==> src/rtl/avgiq_pkg.sv <==
// Shared types and helpers for the averaged-IQ capture path.
// Latency: none (declarations only).
// Backpressure: not applicable.
package avgiq_pkg;

  typedef enum logic [1:0] {
    ST_IDLE = 2'd0,
    ST_ARM  = 2'd1,
    ST_RUN  = 2'd2,
    ST_DONE = 2'd3
  } state_e;

  // Bit positions of the flags in the software-visible status/address word
  localparam int DONE_BIT = 31;
  localparam int BUSY_BIT = 30;

  // Limit the requested averaging exponent to what the accumulators can hold
  function automatic logic [3:0] clamp_log2(input logic [3:0] n, input logic [3:0] max_n);
    return (n > max_n) ? max_n : n;
  endfunction

endpackage

==> src/rtl/avgiq_accum.sv <==
// One signed accumulator producing the 2^N shift-average of its inputs.
// Latency: avg is combinational from the current sample plus the running sum.
// Backpressure: none; accumulates whenever en is high.
module avgiq_accum #(
  parameter int DATA_W   = 16,
  parameter int MAX_LOG2 = 8
) (
  input  logic                     clk,
  input  logic                     rst,
  input  logic                     clr,
  input  logic                     en,
  input  logic                     last,
  input  logic [3:0]               n_log2,
  input  logic signed [DATA_W-1:0] din,
  output logic signed [DATA_W-1:0] avg
);

  localparam int ACC_W = DATA_W + MAX_LOG2;

  logic signed [ACC_W-1:0] acc_q, acc_d;
  logic signed [ACC_W-1:0] din_ext;
  logic signed [ACC_W-1:0] sum;

  // Running sum including the sample on the bus; the average is the floor of sum/2^N
  always_comb begin
    din_ext = {{MAX_LOG2{din[DATA_W-1]}}, din};
    sum     = acc_q + din_ext;
    avg     = DATA_W'(sum >>> n_log2);
    acc_d   = acc_q;
    if (clr) begin
      acc_d = '0;
    end else if (en) begin
      // The final sample of a block restarts the sum at zero for the next block
      acc_d = last ? '0 : sum;
    end
  end

  // Accumulator register
  always_ff @(posedge clk) begin
    if (rst) begin
      acc_q <= '0;
    end else begin
      acc_q <= acc_d;
    end
  end

endmodule

==> src/rtl/avgiq_capture_ctrl.sv <==
// Selects one channel, averages 2^N I/Q samples per entry and writes averages to the buffer.
// Latency: final accepted sample -> bram_we next cycle; status count updates one cycle later.
// Backpressure: none; input is a free-running stream, non-selected samples are dropped.
module avgiq_capture_ctrl
  import avgiq_pkg::*;
#(
  parameter int ADDR_W   = 10,
  parameter int DATA_W   = 16,
  parameter int CH_W     = 8,
  parameter int MAX_LOG2 = 8
) (
  input  logic                     user_clk,
  input  logic                     user_rst,
  input  logic                     start,
  input  logic [3:0]               n_avg_log2,
  input  logic [CH_W-1:0]          ch_sel,
  input  logic                     sync_in,
  input  logic                     din_valid,
  input  logic signed [DATA_W-1:0] din_i,
  input  logic signed [DATA_W-1:0] din_q,
  output logic                     bram_we,
  output logic [ADDR_W-1:0]        bram_addr,
  output logic [2*DATA_W-1:0]      bram_data,
  output logic [31:0]              avgiq_addr
);

  state_e state_q, state_d;

  logic                  start_prev_q, start_prev_d;
  logic [CH_W-1:0]       ch_cnt_q, ch_cnt_d;
  logic [CH_W-1:0]       ch_sel_q, ch_sel_d;
  logic [3:0]            n_q, n_d;
  logic [MAX_LOG2:0]     smp_cnt_q, smp_cnt_d;
  logic [ADDR_W:0]       wr_ptr_q, wr_ptr_d;
  logic [ADDR_W:0]       wr_cnt_q, wr_cnt_d;
  logic                  bram_we_q, bram_we_d;
  logic [ADDR_W-1:0]     bram_addr_q, bram_addr_d;
  logic [2*DATA_W-1:0]   bram_data_q, bram_data_d;

  logic                  start_edge;
  logic                  arm_go;
  logic [CH_W-1:0]       cur_ch;
  logic                  accept;
  logic [MAX_LOG2:0]     smp_tgt;
  logic                  smp_last;
  logic                  final_acc;
  logic                  last_write;
  logic signed [DATA_W-1:0] avg_i, avg_q;
  logic                  busy, done;

  // Control decode shared by the state machine and the datapath
  always_comb begin
    start_edge = start & ~start_prev_q;
    arm_go     = start_edge && (state_q == ST_IDLE || state_q == ST_DONE);
    // A sync cycle carries channel 0 regardless of where the counter was
    cur_ch     = sync_in ? '0 : ch_cnt_q;
    // wr_ptr MSB set means every entry has been issued; stop taking samples
    accept     = din_valid && (cur_ch == ch_sel_q) && !wr_ptr_q[ADDR_W] &&
                 ((state_q == ST_RUN) || (state_q == ST_ARM && sync_in));
    smp_tgt    = (MAX_LOG2+1)'(1) << n_q;
    smp_last   = (smp_cnt_q + (MAX_LOG2+1)'(1)) == smp_tgt;
    final_acc  = accept && smp_last;
    last_write = bram_we_q && (bram_addr_q == '1);
  end

  // State register
  always_ff @(posedge user_clk) begin
    if (user_rst) begin
      state_q <= ST_IDLE;
    end else begin
      state_q <= state_d;
    end
  end

  // Next-state logic
  always_comb begin
    state_d = state_q;
    case (state_q)
      ST_IDLE: if (arm_go)     state_d = ST_ARM;
      ST_ARM:  if (sync_in)    state_d = ST_RUN;
      ST_RUN:  if (last_write) state_d = ST_DONE;
      ST_DONE: if (arm_go)     state_d = ST_ARM;
      default:                 state_d = ST_IDLE;
    endcase
  end

  // Status outputs derived from state and the completed-write count
  always_comb begin
    busy       = (state_q == ST_ARM) || (state_q == ST_RUN);
    done       = (state_q == ST_DONE);
    avgiq_addr = '0;
    avgiq_addr[ADDR_W:0] = wr_cnt_q;
    avgiq_addr[DONE_BIT] = done;
    avgiq_addr[BUSY_BIT] = busy;
    bram_we    = bram_we_q;
    bram_addr  = bram_addr_q;
    bram_data  = bram_data_q;
  end

  // Datapath next values: edge detect, channel tracking, sample/write counters
  always_comb begin
    start_prev_d = start;

    ch_cnt_d = ch_cnt_q;
    if (din_valid) begin
      ch_cnt_d = sync_in ? CH_W'(1) : ch_cnt_q + CH_W'(1);
    end else if (sync_in) begin
      ch_cnt_d = '0;
    end

    // Configuration is sampled only when arming so mid-capture changes are ignored
    n_d      = arm_go ? clamp_log2(n_avg_log2, 4'(MAX_LOG2)) : n_q;
    ch_sel_d = arm_go ? ch_sel : ch_sel_q;

    smp_cnt_d = smp_cnt_q;
    if (arm_go) begin
      smp_cnt_d = '0;
    end else if (accept) begin
      smp_cnt_d = smp_last ? '0 : smp_cnt_q + (MAX_LOG2+1)'(1);
    end

    // wr_ptr tracks issued writes so back-to-back writes get distinct addresses
    wr_ptr_d = wr_ptr_q;
    if (arm_go) begin
      wr_ptr_d = '0;
    end else if (final_acc) begin
      wr_ptr_d = wr_ptr_q + (ADDR_W+1)'(1);
    end

    // wr_cnt is the software-visible count and advances on the write strobe itself
    wr_cnt_d = wr_cnt_q;
    if (arm_go) begin
      wr_cnt_d = '0;
    end else if (bram_we_q) begin
      wr_cnt_d = wr_cnt_q + (ADDR_W+1)'(1);
    end

    bram_we_d   = final_acc;
    bram_addr_d = final_acc ? wr_ptr_q[ADDR_W-1:0] : bram_addr_q;
    bram_data_d = final_acc ? {avg_i, avg_q} : bram_data_q;
  end

  // Datapath registers
  always_ff @(posedge user_clk) begin
    if (user_rst) begin
      start_prev_q <= 1'b0;
      ch_cnt_q     <= '0;
      ch_sel_q     <= '0;
      n_q          <= '0;
      smp_cnt_q    <= '0;
      wr_ptr_q     <= '0;
      wr_cnt_q     <= '0;
      bram_we_q    <= 1'b0;
      bram_addr_q  <= '0;
      bram_data_q  <= '0;
    end else begin
      start_prev_q <= start_prev_d;
      ch_cnt_q     <= ch_cnt_d;
      ch_sel_q     <= ch_sel_d;
      n_q          <= n_d;
      smp_cnt_q    <= smp_cnt_d;
      wr_ptr_q     <= wr_ptr_d;
      wr_cnt_q     <= wr_cnt_d;
      bram_we_q    <= bram_we_d;
      bram_addr_q  <= bram_addr_d;
      bram_data_q  <= bram_data_d;
    end
  end

  avgiq_accum #(.DATA_W(DATA_W), .MAX_LOG2(MAX_LOG2)) u_acc_i (
    .clk    (user_clk),
    .rst    (user_rst),
    .clr    (arm_go),
    .en     (accept),
    .last   (smp_last),
    .n_log2 (n_q),
    .din    (din_i),
    .avg    (avg_i)
  );

  avgiq_accum #(.DATA_W(DATA_W), .MAX_LOG2(MAX_LOG2)) u_acc_q (
    .clk    (user_clk),
    .rst    (user_rst),
    .clr    (arm_go),
    .en     (accept),
    .last   (smp_last),
    .n_log2 (n_q),
    .din    (din_q),
    .avg    (avg_q)
  );

endmodule

==> config.mk <==
export PLATFORM = sky130hd
export DESIGN_NAME = avgiq_capture_ctrl
export DESIGN_NICKNAME = d
export VERILOG_FILES = /design/src/rtl/avgiq_pkg.sv /design/src/rtl/avgiq_accum.sv /design/src/rtl/avgiq_capture_ctrl.sv
export SDC_FILE = /design/constraint.sdc
export NUM_CORES = 1
export LEC_CHECK = 0
export BUFFER_PORTS_ARGS = -buffer_cell sky130_fd_sc_hd__buf_2
export CAP_MARGIN = 20
export CORE_MARGIN = 8
export CORE_UTILIZATION = 55
export CTS_BUF_LIST = sky130_fd_sc_hd__clkbuf_2 sky130_fd_sc_hd__clkbuf_4 sky130_fd_sc_hd__clkbuf_8
export CTS_CLUSTER_SIZE = 12
export DETAILED_ROUTE_END_ITERATION = 10
export GPL_TIMING_DRIVEN = 0
export PLACE_DENSITY = 0.78
export SLEW_MARGIN = 20
export SYNTH_ARGS = -nofsm -noshare
export SYNTH_HDL_FRONTEND = slang
export SYNTH_SLANG_ARGS = --single-unit
==> constraint.sdc <==
create_clock -name user_clk -period 3.06 [get_ports user_clk]
set_input_delay 0.459 -clock user_clk [delete_from_list [all_inputs] [get_ports user_clk]]
set_output_delay 0.459 -clock user_clk [all_outputs]
set_load 0.1 [all_outputs]
---- Yosys cells after proc, flatten, opt, wreduce, memory -nomap -nowiden ----
Index checks and enable logic that the tools add are counted.
operators by class
  shift operators ......................... 3
  multiplexer cells ....................... 11
  equality and inequality tests ........... 9
  bitwise gates (word level) .............. 2
  add/subtract/negate cells ............... 6
  order comparisons ....................... 1
  reductions and logical operators ........ 15
operator list
  operator                                                            number
  24-bit by 16-bit adder with 24-bit output                           2
  24-bit 2-to-1 mux                                                   2
  24-bit by 4-bit >>> shifter with 16-bit output                      2
  8-bit 2-to-1 mux                                                    3
  11-bit by 1-bit adder with 11-bit output (second input constant)    2
  10-bit == test (second input constant)                              1
  9-bit by 1-bit adder with 9-bit output (second input constant)      1
  9-bit == test                                                       1
  9-bit 2-to-1 mux                                                    1
  1-bit by 4-bit << shifter with 9-bit output (first input constant)  1
  8-bit by 1-bit adder with 8-bit output (second input constant)      1
  8-bit == test                                                       1
  1-bit logical AND                                                   7
  2-bit 2-to-1 mux                                                    3
  2-bit one-hot mux with 3 select lines                               1
  2-bit == test (second input constant)                               2
  4-bit greater-than comparator (second input constant)               1
  4-bit 2-to-1 mux                                                    1
  2-bit inequality test (second input constant)                       2
  2-bit OR reduction                                                  2
  1-bit logical OR                                                    3
  3-bit AND reduction                                                 1
  2-bit by 1-bit == test with 1-bit output (second input constant)    1
  2-bit zero test                                                     1
  4 further kinds                                                     4
word-level totals
  output and inout port bits .............. 75
  input port bits ......................... 49
  register bits ........................... 145
  word-level logic and storage cells ...... 60

---- Depth between registers and ports, before layout ----
  depth in word-level cells ............... 6
  gate-level depth with buffers ........... 13
  depth with buffers taken out ............ 12

---- Hierarchy ----
From an unflattened synthesis, not the netlist that was laid out.
unflattened totals
  cells, all modules ...................... 1576
  area total of the unflattened synthesis .. 12737.2 µm²
by module, submodules not included
  module              seq. area each (µm²)  area each (µm²)  cells each  instances
  avgiq_accum         480.5                 3798.6           498         2
  avgiq_capture_ctrl  1941.9                5139.9           580         1

---- Worst setup path before layout ----
No wires, ideal clock.
  kind .................................... input port to flip-flop
  start ................................... in din_q[0]
  end ..................................... reg bram_data_q[5], in the netlist bram_data[5]
  buffers on the path ..................... 0
  path slack .............................. -0.124 ns
  setup time .............................. 0.120 ns
  stages .................................. 11
  required time ........................... 2.940 ns
  arrival ................................. 3.065 ns
  cell sequence ........................... ha_1 -> fa_1 -> a21oi_1 -> o22ai_1 -> o211ai_2 -> a21boi_1 -> or3_1 -> and2_1 -> a32o_1 -> o31a_1 -> a211o_1
on the way
  word-level cells in the longest chain between the ends .. 2
RTL lines
  item                                            line                       RTL
  start, declared                                 avgiq_capture_ctrl.sv:20   input logic signed [DATA_W-1:0] din_q,
  24-bit by 16-bit adder with 24-bit output       avgiq_accum.sv:27          sum = acc_q + din_ext;
  24-bit by 4-bit >>> shifter with 16-bit output  avgiq_accum.sv:28          avg = DATA_W'(sum >>> n_log2);
  end signal, assigned                            avgiq_capture_ctrl.sv:166  bram_data_q <= bram_data_d;
  end, declared                                   avgiq_capture_ctrl.sv:38   logic [2*DATA_W-1:0] bram_data_q, bram_data_d;
Every way passes these cells.
A chain may end at the register's enable or synchronous reset.

---- Final worst setup path ----
  start ................................... reg u_acc_i.acc_q[0]
  end ..................................... reg bram_data_q[18], in the netlist bram_data[18]
on the way
  word-level cells in the longest chain between the ends .. 2
RTL lines
  item                                            line               RTL
  start, declared                                 avgiq_accum.sv:20  logic signed [ACC_W-1:0] acc_q, acc_d;
  start signal, assigned                          avgiq_accum.sv:41  acc_q <= '0;
  start signal, assigned                          avgiq_accum.sv:43  acc_q <= acc_d;
  24-bit by 16-bit adder with 24-bit output       avgiq_accum.sv:27
  24-bit by 4-bit >>> shifter with 16-bit output  avgiq_accum.sv:28
Every way passes these cells.

==> results.md <==
* Status: complete, but fails checks
* Failing checks: setup timing
* Critical Path AT at 3.56 ns
* Core ar. at 0.02030 mm2
* Worst slew pin tran at 0.7831 ns
* WHS Path Cells at 3
* Setup crit end kind: flop
* Total leakage power at 5.694 nW
* Fillers at 1650
* Number of antenna diodes at 0
* Reg-to-Reg End: bram_data[18]$_SDFFE_PP0P_
* Asr flop ratio synth at 0
* Routed len/inst at 22.46 um
* Critical Path Source Type: flop
* Clk_lat worst skew at 0.48 ns
* Power share of the combinational group at 0.505
* Worst path bufs/invs at 3
* Most common cell after layout, fill and taps aside: nand2_1
* Critical path depth in cells at 14
* Final Slew Violations at 0
* DIE AREA at 0.02565 mm2
* Finished Layout Cells at 1977
* Slowest CP cell: dfxtp_2
* Drt drc at 0
* Peak supply drop at 0.0003347 V
* Internal power at 3.825 mW
* Util after Layout at 0.7166
* Antenna violations before repair at 0
* Initial core utilization at 0.5631
* Final Hold Fails at 0
* Most frequent cells in the layout: 183 x nand2_1, 135 x dfxtp_1, 127 x a21oi_1
* Largest net degree at the start of global routing at 17
* Post-Syn Area at 0.01143 mm2
* Worst path max stage delay at 0.36 ns
* Skew final at 0.02287 ns
* Setup-failing EPs final at 14
* Cts hold-fix bufs at 0
* Ys flop type: dfxtp_1
* CTS tree: done
* Part of the Yosys area used for sequential elements at 0.2540
* Flop and latch count out of synthesis at 145
* Vias at 12920
* Routed Antenna Nets at 0
* Worst rel slew slack at 0.4779
* Tcrit/Tclk final at 1.044
* Tmin final at 3.194 ns
* CTS buffer count at 17
* Placed instance count at 1890
* Total iterations of the first detailed-routing run at 6
* Routability congestion estimate at 0.9894
* DR iter-0 viols at 1402
* Layout cells sized above 1 at 0.2841
* Clock tree buffer depth at 2
* Critical Path Source: u_acc_i.acc_q[0]$_SDFFE_PP0P_
* Rows at 52
* Total wire length at 44.40 mm
* Critical Path RT at 3.43 ns
* Vias in the first global route at 12110
* Port Buffers at 103
* P&R area growth vs syn at 27.27%
* CTS Root Cell: clkbuf_8
* Syn Inst Count at 1499
* Vias/cell at 6.537
* Clock slew at reported path FFs at 0.10 ns
* Reg2reg start: u_acc_i.acc_q[0]$_SDFFE_PP0P_
* Net switching power figure at 3.660 mW
* RSZ-0062 raised after global routing: true
* GRT overflow at 0
* F_max at 313.1 MHz
* Post-synth EDFFs at 0
* Syn avg cell area at 7.625 um2
* Max_cap viols at 0
* Die height at 160.2 um
* Setup ws final at -0.1335 ns
* Critical-path maximum fanout at 4
* First-pass GRT wire length at 67.22 mm
* Worst R2R Path Depth at 14
* Hold WC Path Type: input pin to flop
* # clock sinks at 145
* Gr usage total at 0.3229
* Post-DP HPWL at 32.02 mm
* Yosys warns at 0
* Synth cell types at 98
* R2R setup slack at -0.13 ns
* H-tree depth at 4
* CP Capture Point: bram_data[18]$_SDFFE_PP0P_
* CP top delay family: compound AO/OA/AOI/OAI gates
* Sequential fraction of design power at 0.281
* Clock power frac at 0.214
* Pwr Density at 514.5 mW/mm2
* Die width at 160.2 um
* Sw frac at 0.4890
* Worst-path cell chain: ha_4 -> inv_2 -> fa_2 -> nand2b_4 -> a21oi_4 -> o31a_1 -> o32a_1 -> buf_4 -> buf_6 -> mux2i_4 -> nor4_4 -> a221oi_4 -> a211oi_4 -> a21o_1
* Layout Nets at 1798
* Ports at 124
* Crit path kind: flop to flop
-- flip-flops by register name (all words and copies together) (netlist names) --
register and flops:
bram_addr 10, bram_data 32, bram_we 1, ch_cnt_q 8
ch_sel_q 8, n_q 4, smp_cnt_q 9, start_prev_q 1
state_q 2, u_acc_i.acc_q 24, u_acc_q.acc_q 24, wr_cnt_q 11
wr_ptr_q 11
-- cells by family after synthesis --
kind of cell               synth area share
AOI/OAI and AO/OA                    0.2520
other                             0.0003281
adders and majority gates           0.06152
muxes                               0.06481
and+or+nand+nor                      0.2421
buffers and inverters               0.06470
DFF                                  0.2540
xor gates and xnor gates            0.06054
-- worst min path at each step --
stage	from	endpoint	slack, ns
2_1_floorplan	u_acc_i.acc_q[0]$_SDFFE_PP0P_	u_acc_i.acc_q[0]$_SDFFE_PP0P_	0.44
3_3_place_gp	bram_data[18]$_SDFFE_PP0P_	bram_data[18]$_SDFFE_PP0P_	0.43
3_5_place_dp	bram_data[18]$_SDFFE_PP0P_	bram_data[18]$_SDFFE_PP0P_	0.44
4_1_cts	start	start_prev_q$_SDFF_PP0_	0.19
6_report	ch_sel[5]	ch_sel_q[5]$_SDFFE_PP0P_	0.20
5_1_grt	ch_sel[0]	ch_sel_q[0]$_SDFFE_PP0P_	0.20
-- worst min-delay path, stage by stage --
cell and delay, ns:
buf_2 0.09, nand2_1 0.05, a21oi_1 0.05
-- through the flow --
stage          setup WS, ns  area, um2  hold slack (ns)  TNS (ns)  power [mW]
2_1_floorplan       0.01965      11530           0.4356         0       4.396
3_3_place_gp         -1.097      12390           0.4325    -28.56       5.282
3_5_place_dp         -1.054      12390           0.4419    -27.38       5.287
4_1_cts            -0.08040      13540           0.1945   -0.2817       7.056
5_1_grt             -0.2131      14550           0.1958    -2.585       7.746
6_report            -0.1335      14550           0.2028   -0.7605       7.484
-- per-layer routing --
layer,vias up,share of wire,global-route usage
met3,146,0.099,0.06864
met1,6085,0.40,0.4167
met2,835,0.46,0.5175
li1,5858,-,-
met4,0,0.041,0.1270
met5,-,0,0
-- what timing repair did --
action / CTS / global route
setup endpoints to repair: 88 / 77
setup buffers: 35 / 32
pin swaps: 41 / 58
gates resized for setup: 105 / 166
gates cloned: 0 / 0
-- power by group through the flow --
stage	sequential (mW)	clock, mW	combinational (mW)
floorplan	2.50	0	1.90
finish	2.10	1.60	3.78
CTS	2.10	1.60	3.36
global route	2.11	1.69	3.95
global placement	2.13	0	3.15
detailed placement	2.14	0	3.15
-- synth_stat cells (14+ instances only) --
| cell type | number | area share |
|---|---|---|
| nand2_1 | 188 | 0.062 |
| a21oi_1 | 145 | 0.063 |
| dfxtp_1 | 145 | 0.25 |
| nor2_1 | 131 | 0.043 |
| nand3_1 | 73 | 0.032 |
| clkbuf_1 | 66 | 0.022 |
| o21ai_0 | 61 | 0.027 |
| ha_1 | 53 | 0.058 |
| xnor2_1 | 44 | 0.034 |
| inv_1 | 36 | 0.012 |
| a211oi_1 | 34 | 0.022 |
| nor3_1 | 31 | 0.014 |
| xor2_1 | 30 | 0.023 |
| mux2i_1 | 29 | 0.025 |
| buf_4 | 26 | 0.017 |
| nand4_1 | 26 | 0.014 |
| and2_1 | 23 | 0.013 |
| o211ai_1 | 19 | 0.012 |
| buf_2 | 17 | 0.0074 |
| and3_1 | 14 | 0.0077 |
| mux4_2 | 14 | 0.028 |
| nand2b_1 | 14 | 0.0077 |
| or3_1 | 14 | 0.0077 |
-- area by class of cell --
cell class | instances | area, um2 | area share
tap | 270 | 337.8 | 0.02322
timing repair buffer | 169 | 1064 | 0.07311
clock inverter | 14 | 147.6 | 0.01015
inverter | 38 | 142.6 | 0.009806
clock buffer | 18 | 241.5 | 0.01660
sequential | 145 | 2918 | 0.2006
multi-input combinational | 1211 | 9097 | 0.6254
buffer | 112 | 598.1 | 0.04111
Note: power is estimated with default switching activity, not from simulation.
